File: src/rtl/log_pkg.sv
`default_nettype none
// ============================================================================
// Module      : log_pkg
// Description : Log-number field widths, unpacked operand struct and 2^frac ROM.
// Revision    : 1.0 - initial release
// ============================================================================
package log_pkg;

    localparam int M                  = 5;
    localparam int F                  = 4;
    localparam int LOG_TO_LINEAR_BITS = 8;
    localparam int C_LOG_W            = M + F;

    typedef struct packed {
        logic                      sign;
        logic                      zero;
        logic                      inf;
        logic signed [C_LOG_W-1:0] log;
    } log_num_t;

    // round(2^(f/16) * 2^8); the table is tied to F=4 and LOG_TO_LINEAR_BITS=8
    function automatic logic [LOG_TO_LINEAR_BITS:0] exp2_frac(input logic [F-1:0] f);
        logic [LOG_TO_LINEAR_BITS:0] t;
        case (f)
            4'd0:    t = 9'd256;
            4'd1:    t = 9'd267;
            4'd2:    t = 9'd279;
            4'd3:    t = 9'd292;
            4'd4:    t = 9'd304;
            4'd5:    t = 9'd318;
            4'd6:    t = 9'd332;
            4'd7:    t = 9'd347;
            4'd8:    t = 9'd362;
            4'd9:    t = 9'd378;
            4'd10:   t = 9'd395;
            4'd11:   t = 9'd412;
            4'd12:   t = 9'd431;
            4'd13:   t = 9'd450;
            4'd14:   t = 9'd470;
            default: t = 9'd490;
        endcase
        return t;
    endfunction

endpackage
`default_nettype wire

File: src/rtl/log_mac_unit_if.sv
`default_nettype none
// ============================================================================
// Module      : log_mac_unit_if
// Description : Operand / accumulator bundle of the log-domain MAC cell.
// Revision    : 1.0 - initial release
// ============================================================================
interface log_mac_unit_if #(
    parameter int ACC_W = 32
);
    import log_pkg::*;

    logic               in_valid;
    logic               acc_clear;
    logic               a_sign;
    logic               a_zero;
    logic               a_inf;
    logic [C_LOG_W-1:0] a_log;
    logic               b_sign;
    logic               b_zero;
    logic               b_inf;
    logic [C_LOG_W-1:0] b_log;
    logic [ACC_W-1:0]   acc_out;
    logic               acc_valid;
    logic               acc_ovf;

    modport master (
        output in_valid, acc_clear,
        output a_sign, a_zero, a_inf, a_log,
        output b_sign, b_zero, b_inf, b_log,
        input  acc_out, acc_valid, acc_ovf
    );

    modport slave (
        input  in_valid, acc_clear,
        input  a_sign, a_zero, a_inf, a_log,
        input  b_sign, b_zero, b_inf, b_log,
        output acc_out, acc_valid, acc_ovf
    );

endinterface
`default_nettype wire

File: src/rtl/log_to_linear.sv
`default_nettype none
// ============================================================================
// Module      : log_to_linear
// Description : Product log to linear fixed-point magnitude (ROM + shift).
// Revision    : 1.0 - initial release
// ============================================================================
module log_to_linear
    import log_pkg::*;
#(
    parameter int PW       = 10,
    parameter int ACC_W    = 32,
    parameter int ACC_FRAC = 16
) (
    input  wire logic [PW-1:0]    i_p_log,
    output      logic [ACC_W-1:0] o_mag,
    output      logic             o_mag_ovf
);

    localparam int C_TW = LOG_TO_LINEAR_BITS + 1;

    logic [C_TW-1:0]    w_t;
    logic [ACC_W-1:0]   w_t_ext;
    logic signed [31:0] w_shift;

    assign w_t     = exp2_frac(i_p_log[F-1:0]);
    assign w_t_ext = {{(ACC_W-C_TW){1'b0}}, w_t};
    // Integer part is the arithmetic floor of the log; rebias it by the fraction widths.
    assign w_shift = $signed({{(32-PW+F){i_p_log[PW-1]}}, i_p_log[PW-1:F]})
                   + (ACC_FRAC - LOG_TO_LINEAR_BITS);

    always_comb begin
        o_mag = '0;
        if (w_shift >= 0) begin
            o_mag = w_t_ext << w_shift;
        end else begin
            o_mag = w_t_ext >> (-w_shift);
        end
    end

    // The table MSB is always set, so overflow is purely a function of the shift.
    assign o_mag_ovf = (w_shift > (ACC_W - C_TW));

endmodule
`default_nettype wire

File: src/rtl/log_mac_unit.sv
`default_nettype none
// ============================================================================
// Module      : log_mac_unit
// Description : Two-stage log-domain multiply into a Kulisch accumulator.
// Revision    : 1.0 - initial release
// ============================================================================
module log_mac_unit
    import log_pkg::*;
#(
    parameter int M_OUT              = M + 1,
    parameter int SATURATE_MAX       = 1,
    parameter int ACC_NON_FRAC       = 16,
    parameter int ACC_FRAC           = 16,
    parameter int OVERFLOW_DETECTION = 0
) (
    input  wire logic        clock,
    input  wire logic        resetn,
    log_mac_unit_if.slave    bus
);

    localparam int C_PW = M_OUT + F;
    localparam int C_SW = C_LOG_W + 1;
    localparam int C_WW = (C_SW > C_PW) ? C_SW : C_PW;
    localparam int C_AW = ACC_NON_FRAC + ACC_FRAC;
    localparam logic signed [C_WW-1:0] C_P_MAX = C_WW'((1 << (C_PW - 1)) - 1);
    localparam logic signed [C_WW-1:0] C_P_MIN = C_WW'(-(1 << (C_PW - 1)));

    log_num_t                w_a;
    log_num_t                w_b;
    logic signed [C_WW-1:0]  w_sum;
    logic [C_PW-1:0]         w_p_log;

    logic                    r_p_valid;
    logic                    r_p_sign;
    logic                    r_p_zero;
    logic                    r_p_inf;
    logic [C_PW-1:0]         r_p_log;

    logic [C_AW-1:0]         r_acc;
    logic                    r_acc_valid;
    logic                    r_acc_ovf;

    logic [C_AW-1:0]         w_mag;
    logic                    w_mag_ovf;
    logic [C_AW-1:0]         w_addend;
    logic [C_AW+1:0]         w_acc_ext;
    logic [C_AW+1:0]         w_add_ext;
    logic [C_AW+1:0]         w_acc_sum;
    logic                    w_add_ovf;
    logic                    w_ovf_evt;

    assign w_a = '{sign: bus.a_sign, zero: bus.a_zero, inf: bus.a_inf, log: bus.a_log};
    assign w_b = '{sign: bus.b_sign, zero: bus.b_zero, inf: bus.b_inf, log: bus.b_log};

    assign w_sum = $signed({{(C_WW-C_LOG_W){w_a.log[C_LOG_W-1]}}, w_a.log})
                 + $signed({{(C_WW-C_LOG_W){w_b.log[C_LOG_W-1]}}, w_b.log});

    // Out-of-range sums either clamp or keep their low bits (wrap).
    always_comb begin
        w_p_log = w_sum[C_PW-1:0];
        if (SATURATE_MAX != 0) begin
            if (w_sum > C_P_MAX) begin
                w_p_log = C_P_MAX[C_PW-1:0];
            end else if (w_sum < C_P_MIN) begin
                w_p_log = C_P_MIN[C_PW-1:0];
            end
        end
    end

    log_to_linear #(
        .PW       (C_PW),
        .ACC_W    (C_AW),
        .ACC_FRAC (ACC_FRAC)
    ) u_log_to_linear (
        .i_p_log   (r_p_log),
        .o_mag     (w_mag),
        .o_mag_ovf (w_mag_ovf)
    );

    // Two guard bits hold any acc +/- unsigned magnitude exactly.
    assign w_addend  = (r_p_zero || r_p_inf) ? '0 : w_mag;
    assign w_acc_ext = {{2{r_acc[C_AW-1]}}, r_acc};
    assign w_add_ext = {2'b00, w_addend};
    assign w_acc_sum = r_p_sign ? (w_acc_ext - w_add_ext) : (w_acc_ext + w_add_ext);
    assign w_add_ovf = (w_acc_sum[C_AW+1:C_AW-1] != 3'b000) &&
                       (w_acc_sum[C_AW+1:C_AW-1] != 3'b111);
    assign w_ovf_evt = (OVERFLOW_DETECTION != 0) &&
                       (r_p_inf || (!r_p_zero && (w_mag_ovf || w_add_ovf)));

    always_ff @(posedge clock or negedge resetn) begin
        if (!resetn) begin
            r_p_valid   <= 1'b0;
            r_p_sign    <= 1'b0;
            r_p_zero    <= 1'b0;
            r_p_inf     <= 1'b0;
            r_p_log     <= '0;
            r_acc       <= '0;
            r_acc_valid <= 1'b0;
            r_acc_ovf   <= 1'b0;
        end else begin
            r_p_valid <= bus.in_valid;
            r_p_sign  <= w_a.sign ^ w_b.sign;
            r_p_zero  <= w_a.zero | w_b.zero;
            r_p_inf   <= (w_a.inf | w_b.inf) & ~(w_a.zero | w_b.zero);
            r_p_log   <= w_p_log;
            if (bus.acc_clear) begin
                r_acc       <= '0;
                r_acc_valid <= 1'b0;
                r_acc_ovf   <= 1'b0;
            end else if (r_p_valid) begin
                r_acc       <= w_acc_sum[C_AW-1:0];
                r_acc_valid <= 1'b1;
                r_acc_ovf   <= r_acc_ovf | w_ovf_evt;
            end else begin
                r_acc_valid <= 1'b0;
            end
        end
    end

    assign bus.acc_out   = r_acc;
    assign bus.acc_valid = r_acc_valid;
    assign bus.acc_ovf   = r_acc_ovf;

endmodule
`default_nettype wire

File: src/flat_wrapper.sv
// flat-port wrapper written by rule: the top's interface ports become plain ports
module log_mac_unit_flat import log_pkg::*;
#(
    parameter int M_OUT              = M + 1,
    parameter int SATURATE_MAX       = 1,
    parameter int ACC_NON_FRAC       = 16,
    parameter int ACC_FRAC           = 16,
    parameter int OVERFLOW_DETECTION = 0
)
  (clock, resetn, bus_in_valid, bus_acc_clear, bus_a_sign, bus_a_zero, bus_a_inf, bus_a_log, bus_b_sign, bus_b_zero, bus_b_inf, bus_b_log, bus_acc_out, bus_acc_valid, bus_acc_ovf);
  log_mac_unit_if #(.ACC_W((32))) bus_i ();
  input  wire logic clock;
  input  wire logic resetn;
  input wire logic [$bits(bus_i.in_valid)-1:0] bus_in_valid;
  input wire logic [$bits(bus_i.acc_clear)-1:0] bus_acc_clear;
  input wire logic [$bits(bus_i.a_sign)-1:0] bus_a_sign;
  input wire logic [$bits(bus_i.a_zero)-1:0] bus_a_zero;
  input wire logic [$bits(bus_i.a_inf)-1:0] bus_a_inf;
  input wire logic [$bits(bus_i.a_log)-1:0] bus_a_log;
  input wire logic [$bits(bus_i.b_sign)-1:0] bus_b_sign;
  input wire logic [$bits(bus_i.b_zero)-1:0] bus_b_zero;
  input wire logic [$bits(bus_i.b_inf)-1:0] bus_b_inf;
  input wire logic [$bits(bus_i.b_log)-1:0] bus_b_log;
  output wire logic [$bits(bus_i.acc_out)-1:0] bus_acc_out;
  output wire logic [$bits(bus_i.acc_valid)-1:0] bus_acc_valid;
  output wire logic [$bits(bus_i.acc_ovf)-1:0] bus_acc_ovf;
  assign bus_i.in_valid = bus_in_valid;
  assign bus_i.acc_clear = bus_acc_clear;
  assign bus_i.a_sign = bus_a_sign;
  assign bus_i.a_zero = bus_a_zero;
  assign bus_i.a_inf = bus_a_inf;
  assign bus_i.a_log = bus_a_log;
  assign bus_i.b_sign = bus_b_sign;
  assign bus_i.b_zero = bus_b_zero;
  assign bus_i.b_inf = bus_b_inf;
  assign bus_i.b_log = bus_b_log;
  assign bus_acc_out = bus_i.acc_out;
  assign bus_acc_valid = bus_i.acc_valid;
  assign bus_acc_ovf = bus_i.acc_ovf;
  log_mac_unit #(.M_OUT(M_OUT), .SATURATE_MAX(SATURATE_MAX), .ACC_NON_FRAC(ACC_NON_FRAC), .ACC_FRAC(ACC_FRAC), .OVERFLOW_DETECTION(OVERFLOW_DETECTION)) u_core (.clock(clock), .resetn(resetn), .bus(bus_i));
endmodule
File: config.mk
export PLATFORM = sky130hd
export DESIGN_NAME = log_mac_unit_flat
export DESIGN_NICKNAME = d
export VERILOG_FILES = /design/src/rtl/log_pkg.sv /design/src/rtl/log_mac_unit_if.sv /design/src/rtl/log_to_linear.sv /design/src/rtl/log_mac_unit.sv /design/src/flat_wrapper.sv
export SDC_FILE = /design/constraint.sdc
export NUM_CORES = 1
export LEC_CHECK = 0
export BUFFER_PORTS_ARGS = -buffer_cell sky130_fd_sc_hd__buf_2
export CAP_MARGIN = 40
export CORE_ASPECT_RATIO = 0.75
export CORE_MARGIN = 5
export CORE_UTILIZATION = 53
export CTS_CLUSTER_DIAMETER = 100
export DETAILED_ROUTE_END_ITERATION = 8
export GPL_ROUTABILITY_DRIVEN = 1
export PLACE_DENSITY_LB_ADDON = 0.12
export SKIP_LAST_GASP = 1
export SLEW_MARGIN = 40
export SYNTH_ARGS = -nofsm -noshare
export SYNTH_HDL_FRONTEND = slang
export SYNTH_SLANG_ARGS = --single-unit
File: constraint.sdc
create_clock -name clock -period 10.3 [get_ports clock]
set_clock_uncertainty 0.2 [all_clocks]
set_input_delay 2.575 -clock clock [delete_from_list [all_inputs] [get_ports clock]]
set_output_delay 2.575 -clock clock [all_outputs]
set_load 0.02 [all_outputs]
==> impl_metrics.tcl, run 1 <==
set metrics [dict create \
    synthFlopType "dfrtp_1" \
    grt_pass1_wl_mm 31.1 \
    async_reset_ff_frac 1.00 \
    grt_max_degree 48 \
    critical_path.reg2reg.startpoint "u_core.r_p_log[7]$_DFF_PN0_" \
    grtUsageTotal 0.252 \
    area_growth_pct 7.37 \
    hold_depth 1 \
    power_switching_uw 995 \
    synth_top_area_cell "dfrtp_1" \
    status "complete, no violations" \
    syn_inst 831 \
    dp_hpwl_mm 14.5 \
    synth.top_cell.area_share 0.180 \
    synth_area_leaders "dfrtp_1 18%, ha_1 11%, xnor2_1 6.0%" \
    start_util 0.536 \
    period_share 0.840 \
    clockPowerShare 0.086 \
    powerDensity_nw_per_um2 278 \
    cp.required_ps 10290 \
    drtIter0Drc 640 \
    setup.worst_path.end "u_core.bus.acc_out[30]$_DFFE_PN0P_" \
    avgViaCountPerCell 6.39 \
    clk_latency_ps 300 \
    fin_setup_tns_ps 0 \
    worstSetupPathType "register to register" \
    num_vias 6540 \
    grt_busiest_layer "met2" \
    cts_root_buf "clkbuf_16" \
    finalHoldViolations 0 \
    gp_congestion 1.04 \
    max_cap_violations 0 \
    ys_top_cells_by_count "97 x nor2_1, 65 x a21oi_1, 57 x ha_1, 48 x nand2_1, 47 x dfrtp_1" \
    n_antenna_cell 0 \
    final_layout_size_suffix_gt1_frac 0.131 \
    antenna_found_initial 0 \
    synth_edf_count 0 \
    core_um2 12200 \
    multi_input_area_um2 5040 \
    clk_pin_slew_ps 70 \
    numCtsBuffers 5 \
    cp-end-kind "register" \
    htreeDepth 2 \
    fp.dieW_um 138 \
    postSynthAreaPerCell_um2 7.85 \
    r2r-end "u_core.bus.acc_out[30]$_DFFE_PN0P_" \
    seqPwrFrac 0.158 \
    ys_ff_latch 47 \
    post_cts_buffers 0 \
    period_minus_slack_ps 8660 \
    globalRouteOverflowTotal 0 \
    die_area_um2 14600 \
    numPlacedInstances 1015 \
    met2_usage 0.384 \
    grt_use_met1 0.363 \
    seq_area_um2 1180 \
    arrival_ps 8640 \
    ir_drop_v 0.000198 \
    report.final.slew_viol_count 0 \
    die_h_um 106 \
    rows 35 \
    static-leakage-power_uw 0.00309 \
    clock_sinks 47 \
    wl_per_cell_um 18.2 \
    grt_pass1_vias 6193 \
    io_pins 62 \
    setup_viol 0 \
    combPwrFrac 0.757 \
    cp-startpoint "u_core.r_p_log[7]$_DFF_PN0_" \
    fin_nets 943 \
    worst_setup_path_start_kind "register" \
    crit_fanout 25 \
    met3_usage 0.0634 \
    switching_share 0.512 \
    fill_cells 1173 \
    rr_worst_depth 27 \
    worst_slew_pin_slew_ps 831 \
    ctsResizeCount 0 \
    final_cells 1023 \
    clock_path_buffers 2 \
    fmax_mhz 116 \
    netlist_area_um2 6520 \
    io_buffers 60 \
    synth_nets 918 \
    cts_hold_buf 0 \
    max_slew_margin 0.446 \
    internal_power_uw 949 \
    ys_seq_area_frac 0.180 \
    yosysWarnings 0 \
    cts_tree "done" \
    drt-total-wl_mm 18.6 \
    rsz0062_at_grt "no" \
    ys_types 91 \
    drc_errors 0 \
    r2r_slack_ps 1640 \
    synth_most_common_cell "nor2_1" \
    firstDrtPassIters 6 \
    hp-class "register to register" \
    drtAntennaViolNets 0 \
]
[per-layer routing]
layer | vias to the layer above | share of wire
li1 | 3128 | -
met1 | 3088 | 0.47
met2 | 290 | 0.43
met3 | 34 | 0.091
met4 | 0 | 0.014
met5 | - | 0
[how the worst min path moves through the flow]
| stage | startpoint | endpoint | slack [ps] |
|---|---|---|---|
| final | u_core.bus.acc_out[30]$_DFFE_PN0P_ | u_core.bus.acc_out[30]$_DFFE_PN0P_ | 340 |
| after global routing | u_core.bus.acc_out[30]$_DFFE_PN0P_ | u_core.bus.acc_out[30]$_DFFE_PN0P_ | 380 |
| after CTS | u_core.bus.acc_out[30]$_DFFE_PN0P_ | u_core.bus.acc_out[30]$_DFFE_PN0P_ | 340 |
| after detailed placement | u_core.bus.acc_out[30]$_DFFE_PN0P_ | u_core.bus.acc_out[30]$_DFFE_PN0P_ | 320 |
| after global placement | u_core.bus.acc_out[30]$_DFFE_PN0P_ | u_core.bus.acc_out[30]$_DFFE_PN0P_ | 320 |
| after floorplan | u_core.bus.acc_out[30]$_DFFE_PN0P_ | u_core.bus.acc_out[30]$_DFFE_PN0P_ | 430 |
[layout make-up]
cell class                 count  share of cell area
clock inverter                 2             0.00197
sequential                    47               0.169
timing repair buffer          63              0.0465
tap                          166              0.0297
inverter                      27              0.0145
multi-input combinational    712               0.720
clock buffer                   6              0.0184
[sequential cells by signal, indices dropped and copies added, names as in the netlist]
signal,count
u_core.r_p_inf,1
u_core.r_p_sign,1
u_core.bus.acc_out,32
u_core.r_p_zero,1
u_core.r_p_valid,1
u_core.r_p_log,10
u_core.bus.acc_valid,1
[critical path: stages, from the launching register on]
cell and delay, ps:
dfrtp_1 890, inv_1 410, nor3_1 540, nand3_1 200, ha_1 230, or4b_2 640, nor4_1 490, o221a_2 350
nand3_1 140, o311ai_1 590, nor4_4 140, and3b_1 260, inv_1 60, o21ai_0 60, mux2i_1 160, o32a_1 190
ha_1 280, a21o_1 200, a211o_1 320, or3_1 330, o21a_1 280, a311o_1 390, a21o_1 190, a21o_1 190
a31oi_1 240, o21ai_0 160, xor2_1 160, a22o_1 230
[per-stage QoR]
| stage | area, um^2 | total power [uW] | setup slack (ps) | hold WS (ps) | util |
|---|---|---|---|---|---|
| 3_3_place_gp | 6830 | 1720 | 2280 | 324 | 0.561 |
| 2_1_floorplan | 6520 | 1440 | 2860 | 435 | - |
| 5_1_grt | 7000 | 2120 | 1140 | 378 | 0.575 |
| 6_report | 7000 | 1940 | 1640 | 342 | 0.575 |
| 4_1_cts | 6990 | 1930 | 1850 | 340 | 0.574 |
| 3_5_place_dp | 6850 | 1750 | 1880 | 323 | 0.563 |
[cell families after synthesis]
group,Yosys count,share of synthesized area
buffers and inverters,72,0.0497
other,1,0.000575
AOI/OAI and AO/OA,247,0.260
adders and majority gates,59,0.115
xor gates and xnor gates,66,0.0886
DFF,47,0.180
and+or+nand+nor,295,0.230
muxes,44,0.0754
[layout by cell type (no fill, tap or decap), types with 4 or more instances in the layout]
cell type	count
dfrtp_1	43
nor2b_1	12
o21ai_0	34
a21o_1	19
and3_1	15
nor4_1	5
and2_1	12
clkbuf_16	5
o211ai_1	9
buf_4	4
nor3_1	24
a221o_1	4
o21bai_1	7
xnor2_1	44
nand3_1	24
inv_1	24
ha_1	57
nand4_1	10
o22ai_1	6
xor2_1	21
a41oi_1	4
nand2_1	48
mux2i_1	33
a211o_1	5
a211oi_1	11
or3_1	6
o21a_1	9
nand2b_1	11
o31ai_1	6
nor2_1	97
buf_2	59
a21oi_1	65
mux2_2	6
a31oi_1	13
or2_2	6
[power by group through the flow]
stage | combinational [uW] | clock, uW | sequential [uW]
4_1_cts | 1450 | 172 | 305
3_3_place_gp | 1410 | 0 | 306
5_1_grt | 1620 | 179 | 318
3_5_place_dp | 1440 | 0 | 308
2_1_floorplan | 1130 | 0 | 316
6_report | 1470 | 166 | 307
No activity file was read; power rests on OpenSTA's default activity.
==> inputs of run 2 (changes only) <==
Clock period 10.3 ns to 9 ns, I/O delays scaled along.
==> run 2 against run 1 <==
Register-to-register slack got worse by 990 ps. Sequential power increased by 13%. Clock-buffer cell count is the same. Largest cell class unchanged. Cell count is 0.39% higher. First-iteration DRC count down 12%. Power rose by 17%. Sequential cell count unchanged. Final area grew 0.95%. Critical endpoint unchanged. Wire length up 1.5%. Setup slack lost 990 ps. Fmax up 3.7%. Utilization is 0.54 points higher.
==> impl_metrics.tcl, run 2 (synthesis results as in run 1) <==
set metrics [dict create \
    status "complete, no violations" \
    clockPowerShare 0.100 \
    fin_nets 947 \
    gp_congestion 1.00 \
    cp.required_ps 8990 \
    grt_max_degree 48 \
    powerDensity_nw_per_um2 323 \
    start_util 0.536 \
    avgViaCountPerCell 6.40 \
    max_slew_margin 0.473 \
    fp.dieW_um 138 \
    cpPeakStageDelay_ps 640 \
    drtIter0Drc 566 \
    power_switching_uw 1140 \
    grt_pass1_vias 6306 \
    seq_area_um2 1180 \
    worstSetupPathType "register to register" \
    top_layer "met4" \
    num_vias 6569 \
    period_share 0.927 \
    clk_latency_ps 300 \
    hp-class "register to register" \
    worst_setup_path_start_kind "register" \
    core_um2 12200 \
    setup_viol 0 \
    ir_drop_v 0.000225 \
    final_cell_mix "97 x nor2_1, 65 x a21oi_1, 59 x buf_2" \
    slowest_stage "or4b_2" \
    grt_pass1_wl_mm 31.6 \
    cts_tree "done" \
    switching_share 0.502 \
    internal_power_uw 1140 \
    rsz0062_at_grt "no" \
    arrival_ps 8340 \
    path_common_cell "ha_1" \
    clock_path_buffers 2 \
    clk_pin_slew_ps 70 \
    numCtsBuffers 5 \
    io_buffers 60 \
    cts_root_buf "clkbuf_16" \
    firstDrtPassIters 6 \
    fmax_mhz 120 \
    fin_setup_tns_ps 0 \
    drt-total-wl_mm 18.9 \
    largest_reg_flops 32 \
    n_antenna_cell 0 \
    grtUsageTotal 0.258 \
    wl_per_cell_um 18.4 \
    met2WireLength_mm 8.01 \
    die_h_um 106 \
    multi_input_area_um2 5040 \
    post_cts_buffers 0 \
    seqPwrFrac 0.152 \
    finalHoldViolations 0 \
    report.final.slew_viol_count 0 \
    cp-end-kind "register" \
    io_pins 62 \
    drtAntennaViolNets 0 \
    dp_hpwl_mm 14.7 \
    htreeDepth 2 \
    die_area_um2 14600 \
    globalRouteOverflowTotal 0 \
    final_layout_size_suffix_gt1_frac 0.137 \
    antenna_found_initial 0 \
    clock_sinks 47 \
    wl_met1_mm 9.06 \
    combPwrFrac 0.747 \
    wl_met3_mm 1.56 \
    worst_slew_pin_slew_ps 784 \
    area_growth_pct 8.38 \
    drc_errors 0 \
    rows 35 \
    holdWs_ps 364 \
    crit_fanout 25 \
    fill_cells 1155 \
    max_cap_violations 0 \
    period_minus_slack_ps 8350 \
    static-leakage-power_uw 0.00313 \
    final_common_cell "nor2_1" \
]
-- run 2: power groups by stage --
stage | clock network (uW) | logic, uW | registers (uW)
2_1_floorplan | 0 | 1290 | 362
3_3_place_gp | 0 | 1650 | 346
3_5_place_dp | 0 | 1670 | 349
4_1_cts | 236 | 1680 | 346
5_1_grt | 247 | 1890 | 358
6_report | 229 | 1710 | 347
-- run 2: stage by stage --
stage	utilization	total power, uW	setup slack (ps)	area, um^2	cells
detailed placement	0.565	2020	571	6880	1019
global route	0.581	2490	34.8	7070	1027
CTS	0.580	2260	543	7060	1027
finish	0.581	2280	653	7070	1027
floorplan	-	1650	1560	6520	831
global placement	0.564	2000	932	6860	1019
-- run 2: what timing repair did --
action                                  4_1_cts  5_1_grt
endpoints found under the setup margin        0        3
hold buffers                                  0        0
gates resized for setup                       0        1
-- run 2: area by class of cell --
cell class              instances  share of cell area
inverters                      27              0.0143
multi-input cells             712               0.713
well taps                     166              0.0294
clock buffers                   6              0.0196
repair buffers                 67              0.0503
clock inverters                 2             0.00549
flip-flops and latches         47               0.168
-- run 2: final timing paths --
path / start / end / slack (ps) / depth (start not counted)
worst min register to register: u_core.bus.acc_out[13]$_DFFE_PN0P_ / u_core.bus.acc_out[13]$_DFFE_PN0P_ / 360 / 2
max in group asynchronous: resetn / u_core.r_p_valid$_DFF_PN0_ / 6370 / 1
min in group asynchronous: resetn / u_core.bus.acc_out[0]$_DFFE_PN0P_ / 1740 / 1
worst max-delay path: u_core.r_p_log[7]$_DFF_PN0_ / u_core.bus.acc_out[30]$_DFFE_PN0P_ / 650 / 29
worst min-delay path: u_core.bus.acc_out[13]$_DFFE_PN0P_ / u_core.bus.acc_out[13]$_DFFE_PN0P_ / 360 / 2
worst max register to register: u_core.r_p_log[7]$_DFF_PN0_ / u_core.bus.acc_out[30]$_DFFE_PN0P_ / 650 / 29
-- run 2: per-layer routing --
metal  vias up  global-route usage
met5         -                   0
met4         0              0.0649
met3        20              0.0553
met2       287               0.392
met1      3109               0.373
li1       3153                   -
-- run 2: worst max-delay path, delay by kind of cell (launching register included) --
family | cells | cell delay [ps]
simple gates | 7 | 2170
compound gates | 14 | 3520
flops | 1 | 570
buf+inv | 2 | 170
xor+xnor | 2 | 320
fa+ha+maj | 4 | 1260
==> inputs of run 3 (changes only) <==
Settings changed: CORE_MARGIN 5 to 4.
==> run 3 against run 2 <==
Via count up 0.23%. Power down 1.7%. Clock-buffer cell count unchanged. Fmax up 0.31%. Critical endpoint unchanged.
==> impl_metrics.tcl, run 3 (synthesis results as in run 1) <==
set metrics [dict create \
    status "complete, no violations" \
    largest_reg_flops 32 \
    die_h_um 104 \
    worstSetupPathType "register to register" \
    dp_hpwl_mm 14.6 \
    grtUsageTotal 0.263 \
    cts_hold_buf 0 \
    clk_pin_slew_ps 70 \
    start_util 0.552 \
    powerDensity_nw_per_um2 320 \
    dp_slack_ps 629 \
    report.final.slew_viol_count 0 \
    globalRouteOverflowTotal 0 \
    worst-path-stages 29 \
    htreeDepth 2 \
    max_cap_violations 0 \
    finalHoldViolations 0 \
    slowest_stage "or4b_2" \
    core_um2 11800 \
    fin_util 0.594 \
    final_cell_mix "97 x nor2_1, 65 x a21oi_1, 59 x buf_2" \
    ctsResizeCount 0 \
    clock_sinks 47 \
    drtAntennaViolNets 0 \
    drc_errors 0 \
    max_slew_margin 0.484 \
    fmax_mhz 120 \
    hp-class "register to register" \
    static-leakage-power_uw 0.00311 \
    clk_latency_ps 290 \
    fp.dieW_um 136 \
    n_antenna_cell 0 \
    grt_pass1_wl_mm 31.0 \
    worst_setup_path_start_kind "register" \
    cp-end-kind "register" \
    path_common_cell "ha_1" \
    grt_pass1_vias 6106 \
    cp.buffers_inverters 2 \
    fin_setup_tns_ps 0 \
    arrival_ps 8300 \
    cp.required_ps 8980 \
    drtIter0Drc 633 \
    rsz0062_at_grt "no" \
    io_buffers 60 \
    worst_slew_pin_slew_ps 768 \
    fin_nets 946 \
    cp_top_family "compound AO/OA/AOI/OAI gates" \
    final_layout_size_suffix_gt1_frac 0.135 \
    drt-total-wl_mm 18.7 \
    gp_congestion 1.03 \
    setup_slack_ps 679 \
    cts_tree "done" \
    numCtsBuffers 5 \
    num_vias 6584 \
    crit_fanout 25 \
    dpl_cell_area_um2 6870 \
    post_cts_buffers 0 \
    wl_per_cell_um 18.3 \
    avgViaCountPerCell 6.44 \
    rows 34 \
    finalInstanceArea_um2 7020 \
    area_growth_pct 7.65 \
    cts_root_buf "clkbuf_16" \
    ir_drop_v 0.000184 \
    firstDrtPassIters 5 \
    final_common_cell "nor2_1" \
    rr_worst_depth 29 \
    die_area_um2 14200 \
    period_minus_slack_ps 8320 \
    io_pins 62 \
    clock_path_buffers 2 \
    grt_max_degree 48 \
    period_share 0.925 \
    setup_viol 0 \
    cpPeakStageDelay_ps 620 \
    hold_depth 2 \
    antenna_found_initial 0 \
]
run 3: cell types whose count changed in the layout (fill, tap and decap cells not counted), sizes merged:
cell    previous run  this run
clkinv             1         3
buf               67        66
bufinv             1         0
inv               27        26
run 3: final timing paths:
check                                              startpoint                                 end  slack [ps]
setup / recovery                  u_core.r_p_log[7]$_DFF_PN0_  u_core.bus.acc_out[30]$_DFFE_PN0P_         680
hold / removal             u_core.bus.acc_out[28]$_DFFE_PN0P_  u_core.bus.acc_out[28]$_DFFE_PN0P_         360
setup reg to reg                  u_core.r_p_log[7]$_DFF_PN0_  u_core.bus.acc_out[30]$_DFFE_PN0P_         680
hold reg to reg            u_core.bus.acc_out[28]$_DFFE_PN0P_  u_core.bus.acc_out[28]$_DFFE_PN0P_         360
max in group asynchronous                              resetn          u_core.r_p_valid$_DFF_PN0_        6300
min in group asynchronous                              resetn         u_core.r_p_log[0]$_DFF_PN0_        1780
run 3: power breakdown:
group          leakage (uW)  switching, uW  total (uW)  internal [uW]
logic               0.00244            973        1700            729
clock network     0.0000708           83.1         186            103
registers          0.000598           87.8         355            267
run 3: per-layer routing:
metal,global-route usage,wire length (um),vias to the layer above,share of wire
li1,-,-,3129,-
met1,0.392,8640,3115,0.46
met2,0.380,7850,322,0.42
met3,0.0754,2000,18,0.11
met4,0.0468,166,0,0.0089
met5,0,0,-,0
run 3: worst reg2reg max path: cells and delay by family, from the launching register on:
family	cells	cell delay [ps]
AO/OA/AOI/OAI	14	3500
XOR/XNOR	2	330
buffers and inverters	2	150
AND/OR/NAND/NOR	7	2190
adder cells (fa/ha/maj)	4	1260
flip-flops	1	570
run 3: cell type report:
| class | count | area [um^2] |
|---|---|---|
| Multi-Input combinational cell | 712 | 5040 |
| Clock buffer | 6 | 129 |
| Sequential cell | 47 | 1180 |
| Clock inverter | 2 | 13.8 |
| Tap cell | 162 | 203 |
| Inverter | 27 | 101 |
| Fill cell | 1125 | 4800 |
| Timing Repair Buffer | 66 | 348 |
run 3: through the flow:
stage                     hold slack (ps)  total power [uW]  cells
after floorplan                       435              1650    831
after global placement                320              1990   1014
after detailed placement              350              2020   1014
after CTS                             368              2220   1022
after global routing                  396              2450   1022
final                                 363              2240   1022
